## config.mk

```make
export PLATFORM = sky130hd
export DESIGN_NAME = instr_prefetch_queue
export DESIGN_NICKNAME = d
export VERILOG_FILES = /design/src/rtl/instr_prefetch_queue_pkg.sv /design/src/rtl/instr_prefetch_queue_ins_fifo.sv /design/src/rtl/instr_prefetch_queue.sv
export SDC_FILE = /design/constraint.sdc
export NUM_CORES = 1
export LEC_CHECK = 0
export CAP_MARGIN = 10
export CORE_MARGIN = 4
export CORE_UTILIZATION = 30
export DETAILED_ROUTE_END_ITERATION = 8
export SLEW_MARGIN = 30
export SYNTH_ARGS = -nofsm -noshare
export SYNTH_HDL_FRONTEND = slang
export SYNTH_SLANG_ARGS = --single-unit
```

## constraint.sdc

```tcl
create_clock -name clk -period 6.5 [get_ports clk]
set_input_delay 1.625 -clock clk [delete_from_list [all_inputs] [get_ports clk]]
set_output_delay 1.625 -clock clk [all_outputs]
set_load 0.03 [all_outputs]
```

## src/rtl/instr_prefetch_queue_pkg.sv

```systemverilog
// Shared defaults and types for the instruction prefetch front-end.
package instr_prefetch_queue_pkg;

  localparam int unsigned WIDTH_DEF    = 32;
  localparam int unsigned ADDRSIZE_DEF = 12;
  localparam int unsigned DEPTH_DEF    = 4;

  // What happens to a memory return in a given cycle.
  typedef enum logic [1:0] {
    RET_NONE = 2'd0,
    RET_DROP = 2'd1,
    RET_PUSH = 2'd2
  } ret_action_e;

  // Width of a counter able to hold 0..depth inclusive.
  function automatic int unsigned cnt_width(input int unsigned depth);
    return $clog2(depth) + 1;
  endfunction

endpackage

```

## src/rtl/instr_prefetch_queue_ins_fifo.sv

```systemverilog
// Synchronous show-ahead FIFO holding {addr, data} entries, with flush.
module ins_fifo
  import instr_prefetch_queue_pkg::*;
#(
  parameter int unsigned DW    = 44,
  parameter int unsigned DEPTH = DEPTH_DEF
) (
  input  logic                   clk,
  input  logic                   rst_ni,
  input  logic                   flush_i,
  input  logic                   push_i,
  input  logic [DW-1:0]          push_data_i,
  input  logic                   pop_i,
  output logic                   head_valid_o,
  output logic [DW-1:0]          head_data_o,
  output logic [$clog2(DEPTH):0] count_o
);

  localparam int unsigned AW = $clog2(DEPTH);

  typedef logic [AW-1:0] ptr_t;
  typedef logic [AW:0]   cnt_t;

  logic [DW-1:0] mem_q [DEPTH];
  ptr_t          wr_ptr_q, wr_ptr_d;
  ptr_t          rd_ptr_q, rd_ptr_d;
  cnt_t          count_q, count_d;
  logic          do_push, do_pop;

  // Pointer/count next state; flush wins over push and pop.
  always_comb begin
    do_pop   = pop_i & (count_q != '0);
    do_push  = push_i & ((count_q != cnt_t'(DEPTH)) | do_pop);
    wr_ptr_d = wr_ptr_q;
    rd_ptr_d = rd_ptr_q;
    count_d  = count_q;
    if (flush_i) begin
      wr_ptr_d = '0;
      rd_ptr_d = '0;
      count_d  = '0;
    end else begin
      if (do_push) wr_ptr_d = wr_ptr_q + ptr_t'(1);
      if (do_pop)  rd_ptr_d = rd_ptr_q + ptr_t'(1);
      count_d = count_q + cnt_t'(do_push) - cnt_t'(do_pop);
    end
  end

  // Storage array; contents need no reset since count gates visibility.
  always_ff @(posedge clk) begin
    if (do_push & ~flush_i) mem_q[wr_ptr_q] <= push_data_i;
  end

  // Pointer and count registers.
  always_ff @(posedge clk or negedge rst_ni) begin
    if (!rst_ni) begin
      wr_ptr_q <= '0;
      rd_ptr_q <= '0;
      count_q  <= '0;
    end else begin
      wr_ptr_q <= wr_ptr_d;
      rd_ptr_q <= rd_ptr_d;
      count_q  <= count_d;
    end
  end

  assign head_valid_o = (count_q != '0);
  assign head_data_o  = head_valid_o ? mem_q[rd_ptr_q] : '0;
  assign count_o      = count_q;

endmodule

```

## src/rtl/instr_prefetch_queue.sv

```systemverilog
// Instruction fetch front-end: credit-limited sequential fetch, in-order
// return queue, and redirect flush with discard of stale in-flight returns.
module instr_prefetch_queue
  import instr_prefetch_queue_pkg::*;
#(
  parameter int unsigned WIDTH    = WIDTH_DEF,
  parameter int unsigned ADDRSIZE = ADDRSIZE_DEF,
  parameter int unsigned DEPTH    = DEPTH_DEF
) (
  input  logic                   clk,
  input  logic                   rst,
  output logic                   imem_req,
  output logic [ADDRSIZE-1:0]    imem_addr,
  input  logic                   imem_valid,
  input  logic [0:WIDTH-1]       imem_data,
  output logic                   ins_valid,
  output logic [0:WIDTH-1]       ins_data,
  output logic [ADDRSIZE-1:0]    ins_addr,
  input  logic                   ins_ready,
  input  logic                   redirect,
  input  logic [ADDRSIZE-1:0]    redirect_addr,
  output logic [$clog2(DEPTH):0] occupancy,
  output logic                   err
);

  localparam int unsigned CW = cnt_width(DEPTH);
  localparam int unsigned SW = CW + 1;
  localparam int unsigned DW = ADDRSIZE + WIDTH;

  typedef logic [CW-1:0]       cnt_t;
  typedef logic [SW-1:0]       sum_t;
  typedef logic [ADDRSIZE-1:0] addr_t;

  addr_t       fetch_pc_q, fetch_pc_d;
  addr_t       resp_pc_q,  resp_pc_d;
  cnt_t        inflight_q, inflight_d;
  cnt_t        drop_q,     drop_d;
  logic        err_q,      err_d;
  logic        ret, spurious, push, pop;
  ret_action_e action;
  cnt_t        occ;
  logic [DW-1:0] head;

  assign ret      = imem_valid & (inflight_q != '0);
  assign spurious = imem_valid & (inflight_q == '0);

  // Credit rule: queued plus outstanding never exceeds the queue depth.
  assign imem_req  = rst & ~redirect & ((sum_t'(occ) + sum_t'(inflight_q)) < sum_t'(DEPTH));
  assign imem_addr = fetch_pc_q;

  // Classify the current return as dropped (stale) or kept.
  always_comb begin
    action = RET_NONE;
    if (ret) action = (drop_q != '0) ? RET_DROP : RET_PUSH;
  end

  assign push = (action == RET_PUSH) & ~redirect;
  assign pop  = ins_valid & ins_ready;

  // Counter and address next state; redirect overrides the normal update.
  always_comb begin
    fetch_pc_d = fetch_pc_q;
    resp_pc_d  = resp_pc_q;
    inflight_d = inflight_q;
    drop_d     = drop_q;
    err_d      = err_q | spurious;
    if (redirect) begin
      // No request issues under redirect, so only a return can retire.
      fetch_pc_d = redirect_addr;
      resp_pc_d  = redirect_addr;
      inflight_d = inflight_q - cnt_t'(ret);
      drop_d     = inflight_q - cnt_t'(ret);
    end else begin
      if (imem_req) fetch_pc_d = fetch_pc_q + addr_t'(1);
      inflight_d = inflight_q + cnt_t'(imem_req) - cnt_t'(ret);
      case (action)
        RET_DROP: drop_d    = drop_q - cnt_t'(1);
        RET_PUSH: resp_pc_d = resp_pc_q + addr_t'(1);
        default:  ;
      endcase
    end
  end

  // Control state registers.
  always_ff @(posedge clk or negedge rst) begin
    if (!rst) begin
      fetch_pc_q <= '0;
      resp_pc_q  <= '0;
      inflight_q <= '0;
      drop_q     <= '0;
      err_q      <= 1'b0;
    end else begin
      fetch_pc_q <= fetch_pc_d;
      resp_pc_q  <= resp_pc_d;
      inflight_q <= inflight_d;
      drop_q     <= drop_d;
      err_q      <= err_d;
    end
  end

  ins_fifo #(
    .DW    (DW),
    .DEPTH (DEPTH)
  ) u_fifo (
    .clk          (clk),
    .rst_ni       (rst),
    .flush_i      (redirect),
    .push_i       (push),
    .push_data_i  ({resp_pc_q, imem_data}),
    .pop_i        (pop),
    .head_valid_o (ins_valid),
    .head_data_o  (head),
    .count_o      (occ)
  );

  assign ins_addr  = head[DW-1 -: ADDRSIZE];
  assign ins_data  = head[WIDTH-1:0];
  assign occupancy = occ;
  assign err       = err_q;

endmodule

```

==> results of run 1 <==
flip-flops by register name, indices dropped and copies added, names as in the netlist:
register	flops
u_fifo.wr_ptr_q	2
imem_addr	12
err	1
u_fifo.rd_ptr_q	2
inflight_q	3
u_fifo.count_o	3
u_fifo.mem_q	176
resp_pc_q	12
drop_q	3
worst paths after layout:
path / from / end / slack (ns) / depth (start not counted)
hold reg to reg: err$_DFF_PN0_ / err$_DFF_PN0_ / 0.47 / 1
max in group asynchronous: rst / u_fifo.rd_ptr_q[0]$_DFFE_PN0P_ / 4.89 / 2
setup reg to reg: drop_q[0]$_DFFE_PN0P_ / u_fifo.mem_q[2][16]$_DFFE_PP_ / 3.34 / 7
min in group asynchronous: rst / imem_addr[3]$_DFFE_PN0P_ / 1.22 / 2
hold / removal: err$_DFF_PN0_ / err$_DFF_PN0_ / 0.47 / 1
setup / recovery: redirect / imem_req / 1.71 / 4
per-stage QoR:
| step | instance area (um^2) | std cells | util [%] | hold WS (ns) |
|---|---|---|---|---|
| global placement | 10500 | 988 | 36.2 | 0.447 |
| global route | 11300 | 1033 | 39.0 | 0.497 |
| finish | 11300 | 1033 | 39.0 | 0.467 |
| detailed placement | 10500 | 988 | 36.2 | 0.448 |
| CTS | 11300 | 1032 | 38.9 | 0.470 |
| floorplan | 8930 | 506 | - | 0.498 |
cells in the final DEF, fill, tap and decap left out, types with 6 or more instances in the layout:
cell type	instances
edfxtp_1	176
clkdlybuf4s50_1	109
and2_1	47
mux4_2	44
dfrtp_1	36
clkbuf_16	24
ha_1	16
inv_1	15
nor2_1	13
xnor2_1	12
nand2_1	10
o21ai_0	8
mux2_2	8
o31a_1	8
buf_4	8
nand3_1	7
xor2_1	7
clkinv_2	7
nor3_1	6
per-layer routing:
metal	routed length, um	GRT usage [%]	up-vias
li1	-	-	2234
met1	8450	16.0	2452
met2	8800	18.5	136
met3	842	2.14	29
met4	337	2.93	0
met5	0	0	-
critical path: cells and delay by family:
| family | cells | cell delay [ns] |
|---|---|---|
| buffers and inverters | 3 | 1.34 |
| and+or+nand+nor | 1 | 0.20 |
logic make-up after synthesis:
| logic type | after synthesis | synth area share, % |
|---|---|---|
| flops | 214 | 69.8 |
| simple gates | 125 | 8.53 |
| mux | 57 | 12.7 |
| compound gates | 37 | 2.87 |
| buf+inv | 36 | 1.58 |
| xor+xnor | 19 | 1.86 |
| fa+ha+maj | 18 | 2.69 |
power breakdown:
part / leakage, nW / switching (mW) / total (mW) / internal (mW)
combinational: 1.35 / 0.810 / 1.52 / 0.711
sequential: 2.02 / 0.127 / 1.71 / 1.58
clock: 0.390 / 0.523 / 1.32 / 0.800
total: 3.76 / 1.46 / 4.56 / 3.10
final cells by class:
type	instances	area, um^2
fill	2684	17700
sequential	214	6240
multi-input combinational	256	2560
timing repair buffer	119	1180
clock buffer	26	608
tap	384	480
clock inverter	18	181
inverter	16	60.1
==> qor.csv, run 1 <==
stage,metric,value,unit
synth,synth.most_common_cell,edfxtp_1,
global_route,grt-ovfl-total,0,
global_route,grt_pass1_wl,30100,um
clock_tree,cts_buffers,24,
synth,syn-mean-instance-area,17.7,um^2
place,place_ws,1.71,ns
drt,ant_nets,0,
sta,rsz0062_at_grt,no,
clock_tree,clkTransAtPathRegs,0.06,ns
sta,relSlewSlack,37.6,%
min_path,min_path_type,flip-flop to flip-flop,
final_layout,nets,698,
clock_tree,cts_buffer_depth,3,
clock_tree,h-tree-depth,1,
pwr,ir_drop,0.200,mV
outcome,status,finished clean,
synth,yosys.area.top_type,edfxtp_1,
final_layout,drive_gt1_share,17.1,%
clock_tree,cts_num_sinks,214,
critical_path,critPathMaxFanout,31,
drt,drt_iter0_drc,271,
place,port_buffers,110,
clock_tree,cts_root_buf,clkbuf_16,
critical_path,critPathLaunchType,input pin,
floorplanning,row_count,62,
place,finalWeightedCongestion,0.731,
drt,wirelength,18400,um
drt,via_per_inst,4.70,
sta,fin_skew,0.0220,ns
clock_tree,cts_hold_buf,0,
critical_path,crit_chain,clkdlybuf4s50_1 > buf_4 > nor2_1 > clkdlybuf4s50_1,
floorplanning,die_x,181,um
global_route,antenna_found_initial,0,
pwr,power.total,4.56,mW
sta,fin_crit_sh,73.7,%
floorplanning,dieHeight,181,um
floorplanning,ioPinCount,111,
sta,finalHoldViolCount,0,
drt,wl_per_cell,17.8,um
synth,synth-edff-count,176,
synth,synthDistinctLibCells,43,
synth,synth_warnings,0,
synth,syn_inst,506,
critical_path,max_stage_delay,0.71,ns
sta,tns,0,ns
pwr,power_density,403,mW/mm^2
sta,timing.fmax,0.209,GHz
synth,seq_area_frac_synth,69.8,%
clock_tree,clk_latency,0.51,ns
final_layout,diodes,0,
drt,drc_errors,0,
pwr,p_leak,3.76,nW
final_layout,syn_to_final_growth,26.6,%
sta,worst_pin_slew,0.936,ns
global_route,grt_pass1_vias,5393,
clock_tree,postCtsResizedCells,0,
synth,synthArstFlopShare,17.8,%
floorplanning,die_area,0.0326,mm^2
critical_path,crit_arrival,3.17,ns
synth,syn-num-nets,573,
critical_path,critPathMostFrequentCell,clkdlybuf4s50_1,
critical_path,cp.required,4.88,ns
critical_path,critPathCaptureType,primary output,
synth,synth_area_leaders,"edfxtp_1, mux4_2, dfrtp_1, and2_1, ha_1",
global_route,grt_start_max_net_pins,48,
synth,synth_top_area_share,59.2,%
sta,finalSetupViolations,0,
sta,drv_slew,0,
critical_path,cp_slowest_cell,clkdlybuf4s50_1,
global_route,grt_usage,11.4,%
place,hpwl,11800,um
synth,ys_top_cells_by_count,"edfxtp_1, and2_1, mux4_2",
synth,synth-main-ff-cell,edfxtp_1,
sta,period_needed,4.79,ns
clock_tree,cts_tree,yes,
run,cap_violations,0,
floorplanning,coreArea,0.0290,mm^2
synth,syn-cell-area,0.00893,mm^2
clock_tree,post-cts-setup-buffers,0,
floorplanning,initial_utilization,30.8,%
sta,fin_ws,1.71,ns
drt,dr.pass1.iters,4,
drt,vias,4851,
critical_path,crit_type,input pin to primary output,
synth,ys_ff_latch,214,
Power figures use the tool's default switching activity.
==> run 2: changes to the inputs <==
==> constraint.sdc (replaced) <==
create_clock -name clk -period 4.47 [get_ports clk]
set_input_delay 1.1175 -clock clk [delete_from_list [all_inputs] [get_ports clk]]
set_output_delay 1.1175 -clock clk [all_outputs]
set_load 0.03 [all_outputs]
==> run 2 against run 1 <==
Against the previous run:
- worst hold slack improved by 0.013 ns
- non-clock buffer count grew 1
- combinational power rose by 48%
- critical endpoint is now ins_data[28]
- final cell count decreased by 0.29%
- largest cell class unchanged
- sequential cell count did not move
==> qor.csv, run 2 (synthesis gave the netlist of run 1 again) <==
stage,metric,value,unit,change
pwr,power_density,574,mW/mm^2,+43%
global_route,grt_pass1_vias,5197,,-3.6%
floorplanning,die_x,181,um,unchanged
drt,dr.pass1.iters,4,,unchanged
final_layout,fin_area,0.0113,mm^2,-0.14%
place,hpwl,11600,um,-2.1%
final_layout,fillers,2644,,-1.5%
critical_path,critPathLaunchType,flip-flop,,
sta,fin_crit_sh,87.4,%,
sta,fin_ws,0.564,ns,-1.14 ns
final_layout,drive_gt1_share,16.3,%,-0.85 points
sta,fin_skew,0.0122,ns,-0.00978 ns
floorplanning,die_area,0.0326,mm^2,unchanged
global_route,grt-ovfl-total,0,,unchanged
critical_path,critPathMaxFanout,32,,+3.2%
place,place_area,0.0106,mm^2,+0.87%
global_route,grt_start_max_net_pins,45,,-6.3%
global_route,grt_usage,11.0,%,-0.41 points
clock_tree,cts_buffer_depth,3,,unchanged
critical_path,cp.required,3.35,ns,-1.53 ns
clock_tree,cts_tree,yes,,
clock_tree,cts_root_buf,clkbuf_16,,
sta,tns,0,ns,unchanged
critical_path,crit_type,flip-flop to primary output,,
clock_tree,cts_hold_buf,0,,unchanged
drt,drt_iter0_drc,260,,-4.1%
place,port_buffers,110,,unchanged
sta,worst_pin_slew,0.778,ns,-0.158 ns
floorplanning,coreArea,0.0290,mm^2,unchanged
floorplanning,row_count,62,,unchanged
place,place_ws,0.682,ns,-1.03 ns
pwr,p_leak,3.74,nW,-0.68%
critical_path,critPathCaptureType,primary output,,
drt,wl_per_cell,17.8,um,-0.52%
clock_tree,postCtsResizedCells,0,,unchanged
clock_tree,cts_buffers,23,,-4.2%
final_layout,nets,698,,unchanged
run,cap_violations,0,,unchanged
final_layout,sequential_cell_area,0.00624,mm^2,unchanged
drt,ant_nets,0,,unchanged
final_layout,multi_input_area,0.00256,mm^2,about the same
pwr,ir_drop,0.240,mV,+20%
sta,finalSetupViolations,0,,unchanged
sta,timing.fmax,0.256,GHz,
sta,drv_slew,0,,unchanged
critical_path,crit_arrival,2.79,ns,-0.38 ns
clock_tree,cts_num_sinks,214,,unchanged
sta,relSlewSlack,47.8,%,+10 points
clock_tree,clkTransAtPathRegs,0.06,ns,about the same
global_route,grt_pass1_wl,29000,um,-3.8%
final_layout,diodes,0,,unchanged
floorplanning,dieHeight,181,um,unchanged
outcome,status,finished clean,,
drt,drc_errors,0,,unchanged
final_layout,mostFrequentLayoutCells,"edfxtp_1, clkdlybuf4s50_1, and2_1",,
sta,period_needed,3.91,ns,
clock_tree,clk_latency,0.50,ns,about the same
floorplanning,initial_utilization,30.8,%,unchanged
sta,rsz0062_at_grt,no,,
drt,vias,4842,,-0.19%
drt,via_per_inst,4.70,,+0.11%
place,finalWeightedCongestion,0.774,,+5.8%
final_layout,layout_commonest_cell,edfxtp_1,,
clock_tree,h-tree-depth,1,,unchanged
global_route,antenna_found_initial,0,,unchanged
sta,finalHoldViolCount,0,,unchanged
final_layout,largest_register_ffs,176,,unchanged
clock_tree,post-cts-setup-buffers,0,,unchanged
drt,wirelength,18300,um,-0.81%
final_layout,syn_to_final_growth,26.4,%,
min_path,min_path_type,flip-flop to flip-flop,,
floorplanning,ioPinCount,111,,unchanged
final_layout,regMostFlops,u_fifo.mem_q,,
## run 2: critical path: stages, from the launching register on
cell and delay (ns):
dfrtp_4 0.62, buf_12 0.32, mux4_2 0.53, and2_1 0.17, clkdlybuf4s50_1 0.64
## run 2: metrics by stage
step	util (%)	total power, mW	instances	hold slack (ns)
2_1_floorplan	-	3.93	506	0.498
3_3_place_gp	36.5	4.78	990	0.448
3_5_place_dp	36.5	4.82	990	0.452
4_1_cts	38.9	6.60	1030	0.479
5_1_grt	38.9	6.84	1030	0.505
6_report	38.9	6.48	1030	0.480
## run 2: power breakdown
| part | switching (mW) | internal, mW |
|---|---|---|
| logic | 1.20 | 1.05 |
| registers | 0.175 | 2.30 |
| clock network | 0.702 | 1.05 |
## run 2: area by class of cell
| type | count | share of cell area, % |
|---|---|---|
| Timing Repair Buffer | 120 | 11.0 |
| Clock inverter | 14 | 1.02 |
| Inverter | 16 | 0.532 |
| Multi-Input combinational cell | 256 | 22.7 |
| Tap cell | 384 | 4.25 |
| Clock buffer | 26 | 5.20 |
| Sequential cell | 214 | 55.3 |
## run 2: worst paths after layout
path                                                start                             end  slack, ns  cells past startpoint
setup / recovery           u_fifo.rd_ptr_q[0]$_DFFE_PN0P_                    ins_data[28]       0.56                      4
hold / removal                              err$_DFF_PN0_                   err$_DFF_PN0_       0.48                      1
setup reg to reg              u_fifo.count_o[0]$_DFF_PN0_     u_fifo.count_o[2]$_DFF_PN0_       1.65                      9
hold reg to reg                             err$_DFF_PN0_                   err$_DFF_PN0_       0.48                      1
max in group asynchronous                             rst  u_fifo.rd_ptr_q[0]$_DFFE_PN0P_       3.36                      2
min in group asynchronous                             rst        imem_addr[5]$_DFFE_PN0P_       0.73                      2
## run 2: per-layer routing
metal | track usage, % | part of all wire (%) | up-vias | routed length [um]
li1 | - | - | 2223 | -
met1 | 14.7 | 44 | 2457 | 8110
met2 | 18.7 | 48 | 134 | 8840
met3 | 2.32 | 5.5 | 28 | 1010
met4 | 2.51 | 1.7 | 0 | 314
met5 | 0 | 0 | - | 0
==> run 3: changes to the inputs <==
--- a/config.mk
+++ b/config.mk
@@ -9,6 +9,7 @@
 export CORE_MARGIN = 4
 export CORE_UTILIZATION = 30
 export DETAILED_ROUTE_END_ITERATION = 8
+export GPL_ROUTABILITY_DRIVEN = 0
 export SLEW_MARGIN = 30
 export SYNTH_ARGS = -nofsm -noshare
 export SYNTH_HDL_FRONTEND = slang
==> constraint.sdc (replaced) <==
create_clock -name clk -period 4.47 [get_ports clk]
set_input_delay 1.1175 -clock clk [delete_from_list [all_inputs] [get_ports clk]]
set_output_delay 1.1175 -clock clk [all_outputs]
set_load 0.005 [all_outputs]
==> run 3 against run 2 <==
Against the previous run:
- power down 2.8%
- first-iteration DRC count up 24%
- sequential cell count unchanged
- critical path type unchanged
- sequential power about the same
- combinational power down 23%
==> qor.csv, run 3 (synthesis gave the netlist of run 1 again) <==
stage,metric,value,unit,change
outcome,status,finished clean,,
floorplanning,dieHeight,181,um,unchanged
final_layout,largest_register_ffs,176,,unchanged
clock_tree,clk_latency,0.51,ns,about the same
sta,worst_pin_slew,0.766,ns,-0.0117 ns
clock_tree,clkTransAtPathRegs,0.06,ns,about the same
sta,fin_crit_sh,85.7,%,-1.7 points
clock_tree,cts_tree,yes,,
floorplanning,coreArea,0.0290,mm^2,unchanged
drt,dr.pass1.iters,5,,+1
place,hpwl,12100,um,+4.5%
sta,tns,0,ns,unchanged
critical_path,crit_type,flip-flop to primary output,,
sta,relSlewSlack,48.6,%,+0.79 points
global_route,grt_start_max_net_pins,45,,unchanged
pwr,p_comb_share,27.5,%,-7.2 points
sta,drv_slew,0,,unchanged
drt,ant_nets,0,,unchanged
sta,finalHoldViolCount,0,,unchanged
drt,wl_per_cell,17.8,um,+0.39%
pwr,p_leak,3.80,nW,+1.7%
pwr,internal_power,4.64,mW,+5.4%
critical_path,crit_chain,buf_12 > mux4_2 > and2_1 > clkdlybuf4s50_1,,
drt,vias,4860,,+0.37%
global_route,antenna_found_initial,0,,unchanged
place,port_buffers,110,,unchanged
clock_tree,cts_hold_buf,0,,unchanged
floorplanning,initial_utilization,30.8,%,unchanged
final_layout,syn_to_final_growth,27.7,%,
clock_tree,cts_buffer_depth,3,,unchanged
pwr,power.total,6.30,mW,-2.8%
drt,drt_iter0_drc,323,,+24%
global_route,grt-ovfl-total,0,,unchanged
clock_tree,cts_num_sinks,214,,unchanged
pwr,seqPwrFrac,39.4,%,+1.2 points
clock_tree,cts_buffers,23,,unchanged
final_layout,layout_commonest_cell,edfxtp_1,,
pwr,ir_drop,0.263,mV,+9.6%
critical_path,critPathCaptureType,primary output,,
final_layout,regMostFlops,u_fifo.mem_q,,
drt,wirelength,18400,um,+0.78%
final_layout,fillers,2677,,+1.2%
critical_path,cp.required,3.35,ns,about the same
global_route,grt_pass1_vias,5060,,-2.6%
floorplanning,row_count,62,,unchanged
pwr,switchingPower,1.66,mW,-20%
global_route,grt_usage,11.1,%,+0.12 points
final_layout,multi_input_area,0.00256,mm^2,unchanged
sta,finalSetupViolations,0,,unchanged
clock_tree,h-tree-depth,1,,unchanged
sta,finalHoldWorstSlack,0.466,ns,-0.0145 ns
sta,period_needed,3.83,ns,-0.0764 ns
clock_tree,postCtsResizedCells,0,,unchanged
sta,rsz0062_at_grt,no,,
critical_path,critPathLaunchType,flip-flop,,
floorplanning,die_area,0.0326,mm^2,unchanged
floorplanning,die_x,181,um,unchanged
drt,drc_errors,0,,unchanged
sta,fin_skew,0.0136,ns,+0.00138 ns
sta,timing.fmax,0.261,GHz,+2.0%
pwr,switching_share,26.3,%,-5.8 points
pwr,clockPowerShare,33.1,%,+6.1 points
final_layout,drive_gt1_share,18.0,%,+1.7 points
pwr,power_density,552,mW/mm^2,-3.8%
final_layout,sequential_cell_area,0.00624,mm^2,unchanged
run,cap_violations,0,,unchanged
critical_path,cp_slowest_cell,dfrtp_4,,
min_path,min_path_type,flip-flop to flip-flop,,
final_layout,mostFrequentLayoutCells,"edfxtp_1, clkdlybuf4s50_1, and2_1",,
floorplanning,ioPinCount,111,,unchanged
critical_path,critPathMaxFanout,27,,-16%
clock_tree,post-cts-setup-buffers,0,,unchanged
final_layout,fin_util,39.3,%,+0.41 points
final_layout,diodes,0,,unchanged
critical_path,max_stage_delay,0.70,ns,+0.06 ns
drt,via_per_inst,4.70,,about the same
critical_path,crit_arrival,2.71,ns,-0.08 ns
clock_tree,cts_root_buf,clkbuf_16,,
final_layout,nets,701,,+0.43%
global_route,grt_pass1_wl,29100,um,+0.50%
[run 3: final timing paths]
check                                               start                              to  slack (ns)  cells past startpoint
max                        u_fifo.rd_ptr_q[0]$_DFFE_PN0P_                     ins_addr[2]        0.64                      4
max in group asynchronous                             rst  u_fifo.rd_ptr_q[0]$_DFFE_PN0P_        3.35                      2
min                                         err$_DFF_PN0_                   err$_DFF_PN0_        0.47                      1
min reg2reg                                 err$_DFF_PN0_                   err$_DFF_PN0_        0.47                      1
max reg2reg                         drop_q[0]$_DFFE_PN0P_   u_fifo.mem_q[3][10]$_DFFE_PP_        1.61                      7
min in group asynchronous                             rst        imem_addr[2]$_DFFE_PN0P_        0.72                      2
[run 3: final cells by class]
| class | instances | share of cell area (%) |
|---|---|---|
| Multi-Input combinational cell | 256 | 22.5 |
| Clock buffer | 23 | 5.04 |
| Timing Repair Buffer | 123 | 10.7 |
| Inverter | 16 | 0.526 |
| Tap cell | 384 | 4.21 |
| Sequential cell | 214 | 54.7 |
| Clock inverter | 18 | 2.38 |
[run 3: critical path, delay by kind of cell, from the launching register on]
family        cells  cell delay (ns)
simple gates      1             0.16
flops             1             0.70
buf+inv           2             0.81
mux               1             0.52
[run 3: stage by stage]
stage	instances	area, um^2	setup slack [ns]
after floorplan	506	8930	1.34
after detailed placement	993	10600	0.827
after global routing	1034	11400	0.471
after CTS	1034	11400	0.543
after global placement	993	10600	0.890
final	1034	11400	0.640
[run 3: layer usage]
metal | track usage [%] | share of wire (%) | up-vias
li1 | - | - | 2230
met1 | 15.3 | 45 | 2441
met2 | 18.1 | 48 | 163
met3 | 2.40 | 5.0 | 26
met4 | 2.96 | 2.2 | 0
met5 | 0 | 0 | -
[run 3: power by group through the flow]
stage | registers, mW | clock network [mW] | logic (mW)
after floorplan | 2.44 | 0 | 1.00
after global placement | 2.52 | 0 | 1.76
after detailed placement | 2.53 | 0 | 1.78
after CTS | 2.49 | 2.14 | 1.79
after global routing | 2.51 | 2.23 | 1.91
final | 2.48 | 2.08 | 1.73
